## config.mk

```make
export PLATFORM = sky130hd
export DESIGN_NAME = pll_phase_stepper_flat
export DESIGN_NICKNAME = d
export VERILOG_FILES = /design/src/rtl/pll_phase_pkg.sv /design/src/rtl/pll_phase_stepper_if.sv /design/src/rtl/pll_phase_pos_bank.sv /design/src/rtl/pll_phase_stepper.sv /design/src/flat_wrapper.sv
export SDC_FILE = /design/constraint.sdc
export NUM_CORES = 1
export LEC_CHECK = 0
export ABC_AREA = 1
export CELL_PAD_IN_SITES_DETAIL_PLACEMENT = 1
export CELL_PAD_IN_SITES_GLOBAL_PLACEMENT = 2
export CORE_MARGIN = 10
export CORE_UTILIZATION = 26
export CTS_CLUSTER_SIZE = 16
export DETAILED_ROUTE_END_ITERATION = 10
export HOLD_SLACK_MARGIN = 0.06
export PLACE_DENSITY = 0.64
export SLEW_MARGIN = 25
export SYNTH_ARGS = -nofsm -noshare
export SYNTH_HDL_FRONTEND = slang
export SYNTH_HIERARCHICAL = 1
export SYNTH_SLANG_ARGS = --single-unit
```

## constraint.sdc

```tcl
create_clock -name clk -period 3.2 [get_ports clk]
set_input_delay 0.32 -clock clk [delete_from_list [all_inputs] [get_ports clk]]
set_output_delay 0.32 -clock clk [all_outputs]
set_load 0.02 [all_outputs]
```

## src/rtl/pll_phase_pkg.sv

```systemverilog
// Shared state encoding and width helper for the PLL dynamic-phase stepper.
package pll_phase_pkg;

   typedef enum logic [2:0] {
      ST_IDLE    = 3'd0,
      ST_EN      = 3'd1,
      ST_WAIT_LO = 3'd2,
      ST_WAIT_HI = 3'd3,
      ST_SETTLE  = 3'd4
   } state_t;

   // clog2 with a floor of one bit, for index and counter widths.
   function automatic int idx_w(input int n);
      return (n <= 2) ? 1 : $clog2(n);
   endfunction

endpackage

```

## src/rtl/pll_phase_stepper_if.sv

```systemverilog
// Host command channel of the phase stepper: request/accept plus completion pulse.
interface pll_phase_stepper_if
   import pll_phase_pkg::*;
#(
   parameter int NUM_CNT = 5,
   parameter int POS_W   = 10
);
   localparam int SEL_W = idx_w(NUM_CNT);

   logic             cmd_valid;
   logic             cmd_ready;
   logic             cmd_abs;
   logic [SEL_W-1:0] cmd_sel;
   logic [POS_W-1:0] cmd_value;
   logic             cmd_done;

   modport master (
      output cmd_valid, cmd_abs, cmd_sel, cmd_value,
      input  cmd_ready, cmd_done
   );

   modport slave (
      input  cmd_valid, cmd_abs, cmd_sel, cmd_value,
      output cmd_ready, cmd_done
   );
endinterface

```

## src/rtl/pll_phase_pos_bank.sv

```systemverilog
// Per-counter signed phase positions: single-step update, clear-all,
// a combinational peek for absolute commands and a registered readback port.
module pll_phase_pos_bank
   import pll_phase_pkg::*;
#(
   parameter int  NUM_CNT = 5,
   parameter int  POS_W   = 10,
   localparam int SEL_W   = idx_w(NUM_CNT)
) (
   input  logic             clk,
   input  logic             reset_n,
   input  logic             clr_all,
   input  logic             inc,
   input  logic             dec,
   input  logic [SEL_W-1:0] step_sel,
   input  logic [SEL_W-1:0] peek_sel,
   output logic [POS_W-1:0] peek_data,
   input  logic [SEL_W-1:0] rd_sel,
   output logic [POS_W-1:0] rd_data
);
   logic [NUM_CNT-1:0][POS_W-1:0] pos_all;
   logic [POS_W-1:0]              rd_next;

   generate
      for (genvar gi = 0; gi < NUM_CNT; gi++) begin : g_pos
         logic [POS_W-1:0] pos_reg;
         always_ff @(posedge clk or negedge reset_n) begin
            if (!reset_n) begin
               pos_reg <= '0;
            end else if (clr_all) begin
               pos_reg <= '0;
            end else if (step_sel == SEL_W'(gi)) begin
               if (inc) begin
                  pos_reg <= pos_reg + POS_W'(1);
               end else if (dec) begin
                  pos_reg <= pos_reg - POS_W'(1);
               end
            end
         end
         assign pos_all[gi] = pos_reg;
      end
   endgenerate

   // Out-of-range indices fall through both muxes and read as zero.
   always_comb begin
      peek_data = '0;
      rd_next   = '0;
      for (int i = 0; i < NUM_CNT; i++) begin
         if (peek_sel == SEL_W'(i)) peek_data = pos_all[i];
         if (rd_sel == SEL_W'(i))   rd_next   = pos_all[i];
      end
   end

   always_ff @(posedge clk or negedge reset_n) begin
      if (!reset_n) begin
         rd_data <= '0;
      end else begin
         rd_data <= rd_next;
      end
   end
endmodule

```

## src/rtl/pll_phase_stepper.sv

```systemverilog
// Runtime PLL dynamic-phase controller: turns relative/absolute host commands into
// single VCO steps on phase_en/updn/cntsel and tracks a signed position per counter.
module pll_phase_stepper
   import pll_phase_pkg::*;
#(
   parameter int  NUM_CNT       = 5,
   parameter int  CNTSEL_W      = 5,
   parameter int  POS_W         = 10,
   parameter int  PHASE_EN_HOLD = 2,
   parameter int  DONE_TIMEOUT  = 1024,
   parameter int  SETTLE_CYCLES = 16,
   localparam int SEL_W         = idx_w(NUM_CNT)
) (
   input  logic                clk,
   input  logic                reset_n,
   input  logic                pll_locked,
   pll_phase_stepper_if.slave  cmd,
   output logic                busy,
   output logic                err_timeout,
   output logic                err_badsel,
   input  logic                err_clr,
   input  logic [SEL_W-1:0]    pos_rd_sel,
   output logic [POS_W-1:0]    pos_rd_data,
   output logic                phase_en,
   output logic                updn,
   output logic [CNTSEL_W-1:0] pll_cntsel,
   input  logic                phase_done
);
   localparam int HOLD_W = idx_w(PHASE_EN_HOLD);
   localparam int TO_W   = idx_w(DONE_TIMEOUT);
   localparam int SET_W  = idx_w(SETTLE_CYCLES);
   localparam logic [POS_W:0] REM_ONE = (POS_W+1)'(1);

   state_t              state_reg, state_next;
   logic [HOLD_W-1:0]   hold_cnt_reg, hold_cnt_next;
   logic [TO_W-1:0]     to_cnt_reg, to_cnt_next;
   logic [SET_W-1:0]    settle_cnt_reg, settle_cnt_next;
   logic [POS_W:0]      rem_reg, rem_next;
   logic                seen_lo_reg, seen_lo_next;
   logic [SEL_W-1:0]    sel_reg;
   logic                updn_reg, phase_en_reg, busy_reg, done_reg;
   logic                err_to_reg, err_bs_reg, run_reg;
   logic [CNTSEL_W-1:0] cntsel_reg;

   logic                done_next, step_inc, step_dec, pos_clr;
   logic                badsel_set, timeout_set, load_cmd, sel_ok;
   logic [POS_W-1:0]    peek_data;
   logic signed [POS_W:0] cmd_ext, pos_ext, delta;
   logic [POS_W:0]      delta_mag;

   // Delta is formed one bit wider than a position so absolute targets never wrap.
   assign sel_ok    = (32'(cmd.cmd_sel) < NUM_CNT);
   assign cmd_ext   = {cmd.cmd_value[POS_W-1], cmd.cmd_value};
   assign pos_ext   = {peek_data[POS_W-1], peek_data};
   assign delta     = cmd.cmd_abs ? (cmd_ext - pos_ext) : cmd_ext;
   assign delta_mag = delta[POS_W] ? $unsigned(-delta) : $unsigned(delta);

   pll_phase_pos_bank #(.NUM_CNT(NUM_CNT), .POS_W(POS_W)) u_pos_bank (
      .clk       (clk),
      .reset_n   (reset_n),
      .clr_all   (pos_clr),
      .inc       (step_inc),
      .dec       (step_dec),
      .step_sel  (sel_reg),
      .peek_sel  (cmd.cmd_sel),
      .peek_data (peek_data),
      .rd_sel    (pos_rd_sel),
      .rd_data   (pos_rd_data)
   );

   always_comb begin
      state_next      = state_reg;
      hold_cnt_next   = hold_cnt_reg;
      to_cnt_next     = to_cnt_reg;
      settle_cnt_next = settle_cnt_reg;
      rem_next        = rem_reg;
      seen_lo_next    = seen_lo_reg;
      done_next       = 1'b0;
      step_inc        = 1'b0;
      step_dec        = 1'b0;
      pos_clr         = 1'b0;
      badsel_set      = 1'b0;
      timeout_set     = 1'b0;
      load_cmd        = 1'b0;

      if (!pll_locked) begin
         // Lock loss means the PLL reloads its compile-time phases.
         state_next = ST_IDLE;
         pos_clr    = 1'b1;
         done_next  = (state_reg != ST_IDLE);
      end else begin
         case (state_reg)
            ST_IDLE: begin
               if (cmd.cmd_valid && run_reg) begin
                  if (!sel_ok) begin
                     badsel_set = 1'b1;
                     done_next  = 1'b1;
                  end else if (delta == '0) begin
                     done_next = 1'b1;
                  end else begin
                     load_cmd      = 1'b1;
                     rem_next      = delta_mag;
                     state_next    = ST_EN;
                     hold_cnt_next = '0;
                     to_cnt_next   = '0;
                     seen_lo_next  = 1'b0;
                  end
               end
            end
            ST_EN: begin
               to_cnt_next = to_cnt_reg + TO_W'(1);
               if (!phase_done) seen_lo_next = 1'b1;
               if (to_cnt_reg == TO_W'(DONE_TIMEOUT - 1)) begin
                  timeout_set = 1'b1;
                  done_next   = 1'b1;
                  state_next  = ST_IDLE;
               end else if (hold_cnt_reg == HOLD_W'(PHASE_EN_HOLD - 1)) begin
                  state_next = (seen_lo_reg || !phase_done) ? ST_WAIT_HI : ST_WAIT_LO;
               end else begin
                  hold_cnt_next = hold_cnt_reg + HOLD_W'(1);
               end
            end
            ST_WAIT_LO: begin
               to_cnt_next = to_cnt_reg + TO_W'(1);
               if (to_cnt_reg == TO_W'(DONE_TIMEOUT - 1)) begin
                  timeout_set = 1'b1;
                  done_next   = 1'b1;
                  state_next  = ST_IDLE;
               end else if (!phase_done) begin
                  state_next = ST_WAIT_HI;
               end
            end
            ST_WAIT_HI: begin
               to_cnt_next = to_cnt_reg + TO_W'(1);
               if (phase_done) begin
                  step_inc = updn_reg;
                  step_dec = !updn_reg;
                  rem_next = rem_reg - REM_ONE;
                  if (SETTLE_CYCLES != 0) begin
                     state_next      = ST_SETTLE;
                     settle_cnt_next = '0;
                  end else if (rem_reg == REM_ONE) begin
                     state_next = ST_IDLE;
                     done_next  = 1'b1;
                  end else begin
                     state_next    = ST_EN;
                     hold_cnt_next = '0;
                     to_cnt_next   = '0;
                     seen_lo_next  = 1'b0;
                  end
               end else if (to_cnt_reg == TO_W'(DONE_TIMEOUT - 1)) begin
                  timeout_set = 1'b1;
                  done_next   = 1'b1;
                  state_next  = ST_IDLE;
               end
            end
            ST_SETTLE: begin
               if (settle_cnt_reg == SET_W'(SETTLE_CYCLES - 1)) begin
                  if (rem_reg == '0) begin
                     state_next = ST_IDLE;
                     done_next  = 1'b1;
                  end else begin
                     state_next    = ST_EN;
                     hold_cnt_next = '0;
                     to_cnt_next   = '0;
                     seen_lo_next  = 1'b0;
                  end
               end else begin
                  settle_cnt_next = settle_cnt_reg + SET_W'(1);
               end
            end
            default: state_next = ST_IDLE;
         endcase
      end
   end

   always_ff @(posedge clk or negedge reset_n) begin
      if (!reset_n) begin
         state_reg      <= ST_IDLE;
         hold_cnt_reg   <= '0;
         to_cnt_reg     <= '0;
         settle_cnt_reg <= '0;
         rem_reg        <= '0;
         seen_lo_reg    <= 1'b0;
         sel_reg        <= '0;
         updn_reg       <= 1'b0;
         cntsel_reg     <= '0;
         phase_en_reg   <= 1'b0;
         busy_reg       <= 1'b0;
         done_reg       <= 1'b0;
         err_to_reg     <= 1'b0;
         err_bs_reg     <= 1'b0;
         run_reg        <= 1'b0;
      end else begin
         state_reg      <= state_next;
         hold_cnt_reg   <= hold_cnt_next;
         to_cnt_reg     <= to_cnt_next;
         settle_cnt_reg <= settle_cnt_next;
         rem_reg        <= rem_next;
         seen_lo_reg    <= seen_lo_next;
         run_reg        <= 1'b1;
         phase_en_reg   <= (state_next == ST_EN);
         busy_reg       <= (state_next != ST_IDLE);
         done_reg       <= done_next;
         if (load_cmd) begin
            sel_reg    <= cmd.cmd_sel;
            updn_reg   <= !delta[POS_W];
            cntsel_reg <= CNTSEL_W'(cmd.cmd_sel);
         end
         // A set in the same cycle as err_clr wins.
         if (timeout_set)  err_to_reg <= 1'b1;
         else if (err_clr) err_to_reg <= 1'b0;
         if (badsel_set)   err_bs_reg <= 1'b1;
         else if (err_clr) err_bs_reg <= 1'b0;
      end
   end

   // run_reg keeps cmd_ready low while reset is held, whatever pll_locked does.
   assign cmd.cmd_ready = (state_reg == ST_IDLE) && pll_locked && run_reg;
   assign cmd.cmd_done  = done_reg;
   assign busy          = busy_reg;
   assign err_timeout   = err_to_reg;
   assign err_badsel    = err_bs_reg;
   assign phase_en      = phase_en_reg;
   assign updn          = updn_reg;
   assign pll_cntsel    = cntsel_reg;
endmodule

```

## src/flat_wrapper.sv

```systemverilog
// flat-port wrapper written by rule: the top's interface ports become plain ports
module pll_phase_stepper_flat import pll_phase_pkg::*;
#(
   parameter int  NUM_CNT       = 5,
   parameter int  CNTSEL_W      = 5,
   parameter int  POS_W         = 10,
   parameter int  PHASE_EN_HOLD = 2,
   parameter int  DONE_TIMEOUT  = 1024,
   parameter int  SETTLE_CYCLES = 16,
   localparam int SEL_W         = idx_w(NUM_CNT)
)
  (clk, reset_n, pll_locked, busy, err_timeout, err_badsel, err_clr, pos_rd_sel, pos_rd_data, phase_en, updn, pll_cntsel, phase_done, cmd_cmd_valid, cmd_cmd_abs, cmd_cmd_sel, cmd_cmd_value, cmd_cmd_ready, cmd_cmd_done);
  pll_phase_stepper_if #(.NUM_CNT(NUM_CNT), .POS_W(POS_W)) cmd_i ();
  input  logic clk;
  input  logic reset_n;
  input  logic pll_locked;
  output logic busy;
  output logic err_timeout;
  output logic err_badsel;
  input  logic err_clr;
  input  logic [SEL_W-1:0] pos_rd_sel;
  output logic [POS_W-1:0] pos_rd_data;
  output logic phase_en;
  output logic updn;
  output logic [CNTSEL_W-1:0] pll_cntsel;
  input  logic phase_done;
  input wire logic [$bits(cmd_i.cmd_valid)-1:0] cmd_cmd_valid;
  input wire logic [$bits(cmd_i.cmd_abs)-1:0] cmd_cmd_abs;
  input wire logic [$bits(cmd_i.cmd_sel)-1:0] cmd_cmd_sel;
  input wire logic [$bits(cmd_i.cmd_value)-1:0] cmd_cmd_value;
  output wire logic [$bits(cmd_i.cmd_ready)-1:0] cmd_cmd_ready;
  output wire logic [$bits(cmd_i.cmd_done)-1:0] cmd_cmd_done;
  assign cmd_i.cmd_valid = cmd_cmd_valid;
  assign cmd_i.cmd_abs = cmd_cmd_abs;
  assign cmd_i.cmd_sel = cmd_cmd_sel;
  assign cmd_i.cmd_value = cmd_cmd_value;
  assign cmd_cmd_ready = cmd_i.cmd_ready;
  assign cmd_cmd_done = cmd_i.cmd_done;
  pll_phase_stepper #(.NUM_CNT(NUM_CNT), .CNTSEL_W(CNTSEL_W), .POS_W(POS_W), .PHASE_EN_HOLD(PHASE_EN_HOLD), .DONE_TIMEOUT(DONE_TIMEOUT), .SETTLE_CYCLES(SETTLE_CYCLES)) u_core (.clk(clk), .reset_n(reset_n), .pll_locked(pll_locked), .cmd(cmd_i), .busy(busy), .err_timeout(err_timeout), .err_badsel(err_badsel), .err_clr(err_clr), .pos_rd_sel(pos_rd_sel), .pos_rd_data(pos_rd_data), .phase_en(phase_en), .updn(updn), .pll_cntsel(pll_cntsel), .phase_done(phase_done));
endmodule
```

## Word level (Yosys, flattened, before mapping)

Index checks and enable logic that the tools add are counted.

- Multiply operators: 0
- Equality and inequality tests: 34
- Shift-type cells: 0
- Multiplexer cells: 99
- Reduce and logical (&&, ||, !) cells: 33
- Add/subtract/negate cells: 16
- $lt $le $gt $ge: 1
- Div/mod/pow operators: 0
- Bitwise logic cells: 0

Operators by type and width:

| kind | count |
|---|---|
| $mux W10 | 35 |
| $mux W11 | 6 |
| $add A10 B1 Y10 const B | 6 |
| $sub A10 B1 Y10 const B | 5 |
| $mux W1 | 37 |
| $mux W3 | 11 |
| $pmux W10 S3 | 1 |
| $eq A3 B2 Y1 const B | 8 |
| $logic_not A11 Y1 | 2 |
| $pmux W11 S2 | 1 |
| $ne A2 B1 Y1 const B | 8 |
| $reduce_and A8 Y1 | 2 |
| $eq A3 B1 Y1 const B | 5 |
| $pmux W3 S5 | 1 |
| $eq A3 B3 Y1 const B | 4 |
| $logic_not A3 Y1 | 4 |
| $ne A2 B2 Y1 const B | 6 |
| $reduce_bool A3 Y1 | 4 |
| $neg A11 Y11 | 1 |
| $sub A10 B10 Y11 | 1 |
| $sub A11 B1 Y11 const B | 1 |
| $eq A10 B10 Y1 const B | 1 |
| $reduce_and A2 Y1 | 5 |
| $mux W4 | 2 |
| 18 further kinds | 26 |

- Bits in read-only memories: 0
- Latch bits: 0
- Memories kept: 0
- Logic and storage cells: 203
- RAM bits: 0
- Bits in registers: 100

## Longest topological paths before layout

- Depth after elaboration: 15
- Depth in mapped cells: 25

## Modules after synthesis

Netlist, hierarchy kept.

By module, submodules not included:

| module | seq. area each (µm²) | area each (µm²) | cells each | times used |
|---|---|---|---|---|
| pll_phase_pos_bank | 1501.4 | 4899.7 | 714 | 1 |
| pll_phase_stepper | 1001.0 | 3472.1 | 542 | 1 |

## Worst setup path after synthesis

OpenSTA, ideal clock, no wires.

- Path type: input-to-reg
- From: input port cmd_cmd_sel[1]
- To: register u_core.to_cnt_reg[5]
- Path slack: 0.167 ns
- Stages on the path: 21
- Required time: 3.079 ns
- Library setup time: 0.121 ns
- Arrival: 2.912 ns
- Cell sequence: inv_1 > nand3_1 > o22ai_1 > a21oi_1 > nand3_1 > ha_1 > inv_1 > fa_1 > nand2_1 > o21a_1 > ha_1 > inv_1 > nor2_1 > nand3_2 > nor2_4 > nand3_2 > nor2_4 > nand3_2 > nand3b_2 > buf_4 > o21ai_1

- Cells in the longest elaborated chain, start to end: 11

RTL lines:

| item | line | text |
|---|---|---|
| start: declaration | flat_wrapper.sv:29 | `input wire logic [$bits(cmd_i.cmd_sel)-1:0] cmd_cmd_sel;` |
| $logic_not A3 Y1 | pll_phase_pos_bank.sv:49 | `if (peek_sel == SEL_W'(i)) peek_data = pos_all[i];` |
| $mux W10 (4 in series) | pll_phase_pos_bank.sv:49 |  |
| $mux W10 * | pll_phase_pos_bank.sv:49 |  |
| via u_core.peek_data[0] | pll_phase_stepper.sv:47 | `logic [POS_W-1:0] peek_data;` |
| $sub A10 B10 Y11 * | pll_phase_stepper.sv:55 | `assign delta = cmd.cmd_abs ? (cmd_ext - pos_ext) : cmd_ext;` |
| $mux W11 * | pll_phase_stepper.sv:55 |  |
| $logic_not A11 Y1 * | pll_phase_stepper.sv:98 | `end else if (delta == '0) begin` |
| $ne A2 B2 Y1 (no source line) * | -- |  |
| $reduce_and A7 Y1 (no source line) * | -- |  |
| end signal: assignment | pll_phase_stepper.sv:197 | `to_cnt_reg <= to_cnt_next;` |
| end: declaration | pll_phase_stepper.sv:36 | `logic [TO_W-1:0] to_cnt_reg, to_cnt_next;` |

The timed path passes the listed nets; every way through them passes the cells marked *.
A chain may end at the register's enable or synchronous reset.

## Final worst setup path

- From: input port cmd_cmd_sel[1]
- To: register u_core.to_cnt_reg[0]

The elaborated chain is that of the path after synthesis.

==> Implementation_results.wiki <==
{| class="wikitable"
! Metric !! Value
|-
| Status || finished clean
|-
| Peak VDD IR || 290 uV
|-
| Mean cell area of the mapped netlist || 6.67 um2
|-
| Count of non-filler cells in the finished layout || 1,794
|-
| Proportion of layout cells with a drive suffix above 1 || 15.3%
|-
| Headroom to the max-slew limit || 51.1%
|-
| Setup crit end kind || flop
|-
| Vias per cell || 4.78
|-
| Area added between synthesis and finish || 24.9%
|-
| Most used DFF post-synth || dfrtp_1
|-
| Worst reg2reg endpoint || u_core/to_cnt_reg[0]
|-
| Highest fanout seen on the critical path || 9
|-
| Number of DRC violations after detailed routing || 0
|-
| Unrepaired setup endpoints after global routing || true
|-
| Class of the worst hold path || in -> reg
|-
| Setup tns final || 0 ns
|-
| Number of fillers in the final layout || 3,989
|-
| Setup WS pre-CTS || -0.620 ns
|-
| Vias in the first global route || 8,884
|-
| Insertion delay to the later sink of the worst-skew pair || 0.37 ns
|-
| Max FFs per register || 50
|-
| Total CTS buffers || 9
|-
| Leakage dissipation || 5.31 nW
|-
| Final hold violation count || 0
|-
| Clock edge transition at the registers on the reported setup and hold paths || 0.08 ns
|-
| Detailed Route Iter0 Violations || 367
|-
| Number of setup violations in the final report || 0
|-
| H-Tree Depth || 3
|-
| Largest net degree at the start of global routing || 49
|-
| Crit Path Class || in -> reg
|-
| Iteration count of the initial detailed-routing pass || 5
|-
| Die ar. || 0.0398 mm2
|-
| Slew at the pin with the worst max-slew slack || 0.731 ns
|-
| Critical register-to-register path startpoint || u_core/u_pos_bank/g_pos[1].pos_reg[0]
|-
| Leading cell type in the layout, fill and taps excluded || nand2_1
|-
| Post-layout net count || 1,470
|-
| Effective utilization at floorplan || 26.5%
|-
| Area inside the core boundary || 0.0316 mm2
|-
| Overall power consumption || 7.97 mW
|-
| Number of max-capacitance violations reported || 0
|-
| Placement Rows || 65
|-
| Total congestion overflow after global routing || 0
|-
| Root Driver || clkbuf_16
|-
| Fraction of synthesized cell area taken by the top area cell type || 29.9%
|-
| Type of origin of the critical path || input pin
|-
| Wire length per cell || 16.8 um
|-
| Layout Skew || 0.0121 ns
|-
| Maximum frequency from static timing analysis || 0.315 GHz
|-
| Power per cell area || 763 mW/mm2
|-
| Commonest cells after routing, fill and taps aside || 419 x nand2_1, 145 x inv_1, 127 x nand3_1, 100 x dfrtp_1, 79 x buf_4
|-
| Gate count after technology mapping || 1,256
|-
| Part of the cycle the worst path needs || 99.3%
|-
| Setup slack of the worst register-to-register path || 0.05 ns
|-
| Count of antenna-violating nets left after detailed routing || 0
|-
| Clock tree from TritonCTS || yes
|-
| Required @ worst endpoint || 3.50 ns
|-
| Number of pins with negative max-slew slack in the final report || 0
|-
| First-pass GRT wire length || 48,700 um
|-
| Capture point of the critical path || u_core/to_cnt_reg[0]
|-
| Yosys Warn Count || 6
|-
| HPWL after detailed placement || 24,200 um
|-
| Total length of routed wires || 30,100 um
|-
| Final core area utilization || 33.1%
|-
| Area leader, netlist || dfrtp_1
|-
| Number of antenna violations at the first check in global routing || 0
|-
| Quantity of I/O buffers inserted on ports || 42
|-
| Register bit total from synthesis || 100
|-
| Count of pins on the block boundary || 45
|-
| Length in cells of the worst reg-to-reg path || 21
|-
| Post-Syn Area || 0.00837 mm2
|-
| Final worst-path setup slack || 0.0214 ns
|-
| Die Span X || 199 um
|-
| Number of buffers on the longest clock path || 2
|-
| Critical path launch point || cmd_cmd_sel[1]
|-
| Routability Congestion || 0.856
|-
| Vert. Die Dim || 199 um
|-
| Final worst path period need || 3.18 ns
|-
| Cell count after placement || 1,769
|-
| Synth top area cells || dfrtp_1 30%, nand2_1 19%, ha_1 8.1%, nand3_1 7.8%, inv_1 6.9%
|-
| Arrival time at the worst endpoint || 3.48 ns
|-
| Total routing resource utilization after global routing || 15.6%
|-
| Async set-reset flop share out of synthesis || 100%
|-
| Seq/Total Area, Yosys || 29.9%
|-
| Clk sinks || 100
|-
| Number of enable-type register cells in the synthesized netlist || 0
|-
| Via count of the routed design || 8,579
|-
| Synth unique cells || 44
|-
| Antenna diode count || 0
|}
[worst max-delay path, cell delays in order]
cell and delay [ns]:
dlygate4sd2_1 0.29, inv_2 0.09, nand3_1 0.14, buf_6 0.16
o22ai_1 0.09, a21oi_1 0.16, nand3_1 0.10, inv_2 0.09
fa_2 0.43, nand2_1 0.07, o21a_1 0.14, ha_2 0.17
inv_2 0.04, nor2_2 0.08, nand3_2 0.10, nor2_4 0.13
nand3_2 0.09, nor2_4 0.19, nand3_4 0.12, nand3b_4 0.17
clkbuf_16 0.18, nand2_4 0.04, o21ai_1 0.07
[cell type report]
type / instances / area, um2 / area share (%)
Timing Repair Buffer: 132 / 1180 / 11.2
Inverter: 170 / 641 / 6.13
Clock buffer: 10 / 239 / 2.29
Sequential cell: 100 / 2500 / 23.9
Multi-Input combinational cell: 974 / 5320 / 50.9
Tap cell: 402 / 503 / 4.81
Clock inverter: 6 / 71.3 / 0.682
[report_power, final]
group / switching [mW] / total, mW / internal [mW]
combinational: 2.84 / 4.69 / 1.86
sequential: 0.427 / 2.06 / 1.64
clock: 0.581 / 1.22 / 0.635
total: 3.84 / 7.97 / 4.13
[worst min path at each step]
stage                           start                           end  slack (ns)  depth (start not counted)
global placement              reset_n  u_core/u_pos_bank/rd_data[5]        0.42                          1
CTS                 u_core/rem_reg[9]             u_core/rem_reg[9]        0.49                          2
detailed placement            reset_n  u_core/u_pos_bank/rd_data[6]        0.43                          1
global route           cmd_cmd_sel[0]             u_core/sel_reg[0]        0.43                          4
finish                 cmd_cmd_sel[0]             u_core/sel_reg[0]        0.40                          4
floorplan                     reset_n                   u_core/busy        0.02                          0
[cell usage after synthesis, types with 8 or more instances]
cell type,count
nand3b_1,13
xor2_1,12
xnor2_1,14
ha_1,54
o21ai_0,40
inv_1,155
nand2_1,434
inv_2,14
nor3_1,9
nand2_2,8
nand3_1,130
or2_2,9
a21oi_1,65
nor2_1,74
nand4_1,14
dfrtp_1,100
o21ai_1,16
o22ai_1,25
[cell families after synthesis]
group / Yosys count / synth area share, %
AND/OR/NAND/NOR: 719 / 37.9
buffers and inverters: 183 / 8.70
XOR/XNOR: 26 / 2.72
other: 2 / 0.0897
adder cells (fa/ha/maj): 60 / 9.51
flip-flops: 100 / 29.9
AO/OA/AOI/OAI: 166 / 11.2
[metrics by stage]
step / cell area, um2 / hold WS (ns)
after floorplan: 8380 / 0.0244
after global placement: 9840 / 0.418
after detailed placement: 9840 / 0.425
after CTS: 10200 / 0.489
after global routing: 10500 / 0.427
final: 10500 / 0.400
[what timing repair did]
item / 4_1_cts / 5_1_grt
endpoints found under the setup margin: 31 / 31
pin swaps: 0 / 11
endpoints found under the hold margin: 45 / 0
buffers inserted: 0 / 5
gates cloned: 0 / 3
gates resized for setup: 3 / 64
hold buffers: 1 / 0
[per-layer routing]
metal / share of wire [%] / global-route usage [%] / vias up
li1: - / - / 4356
met1: 50 / 21.2 / 4118
met2: 46 / 25.5 / 84
met3: 2.2 / 1.83 / 21
met4: 1.5 / 4.26 / 0
met5: 0 / 0 / -
(Power assumes the default switching activity.)
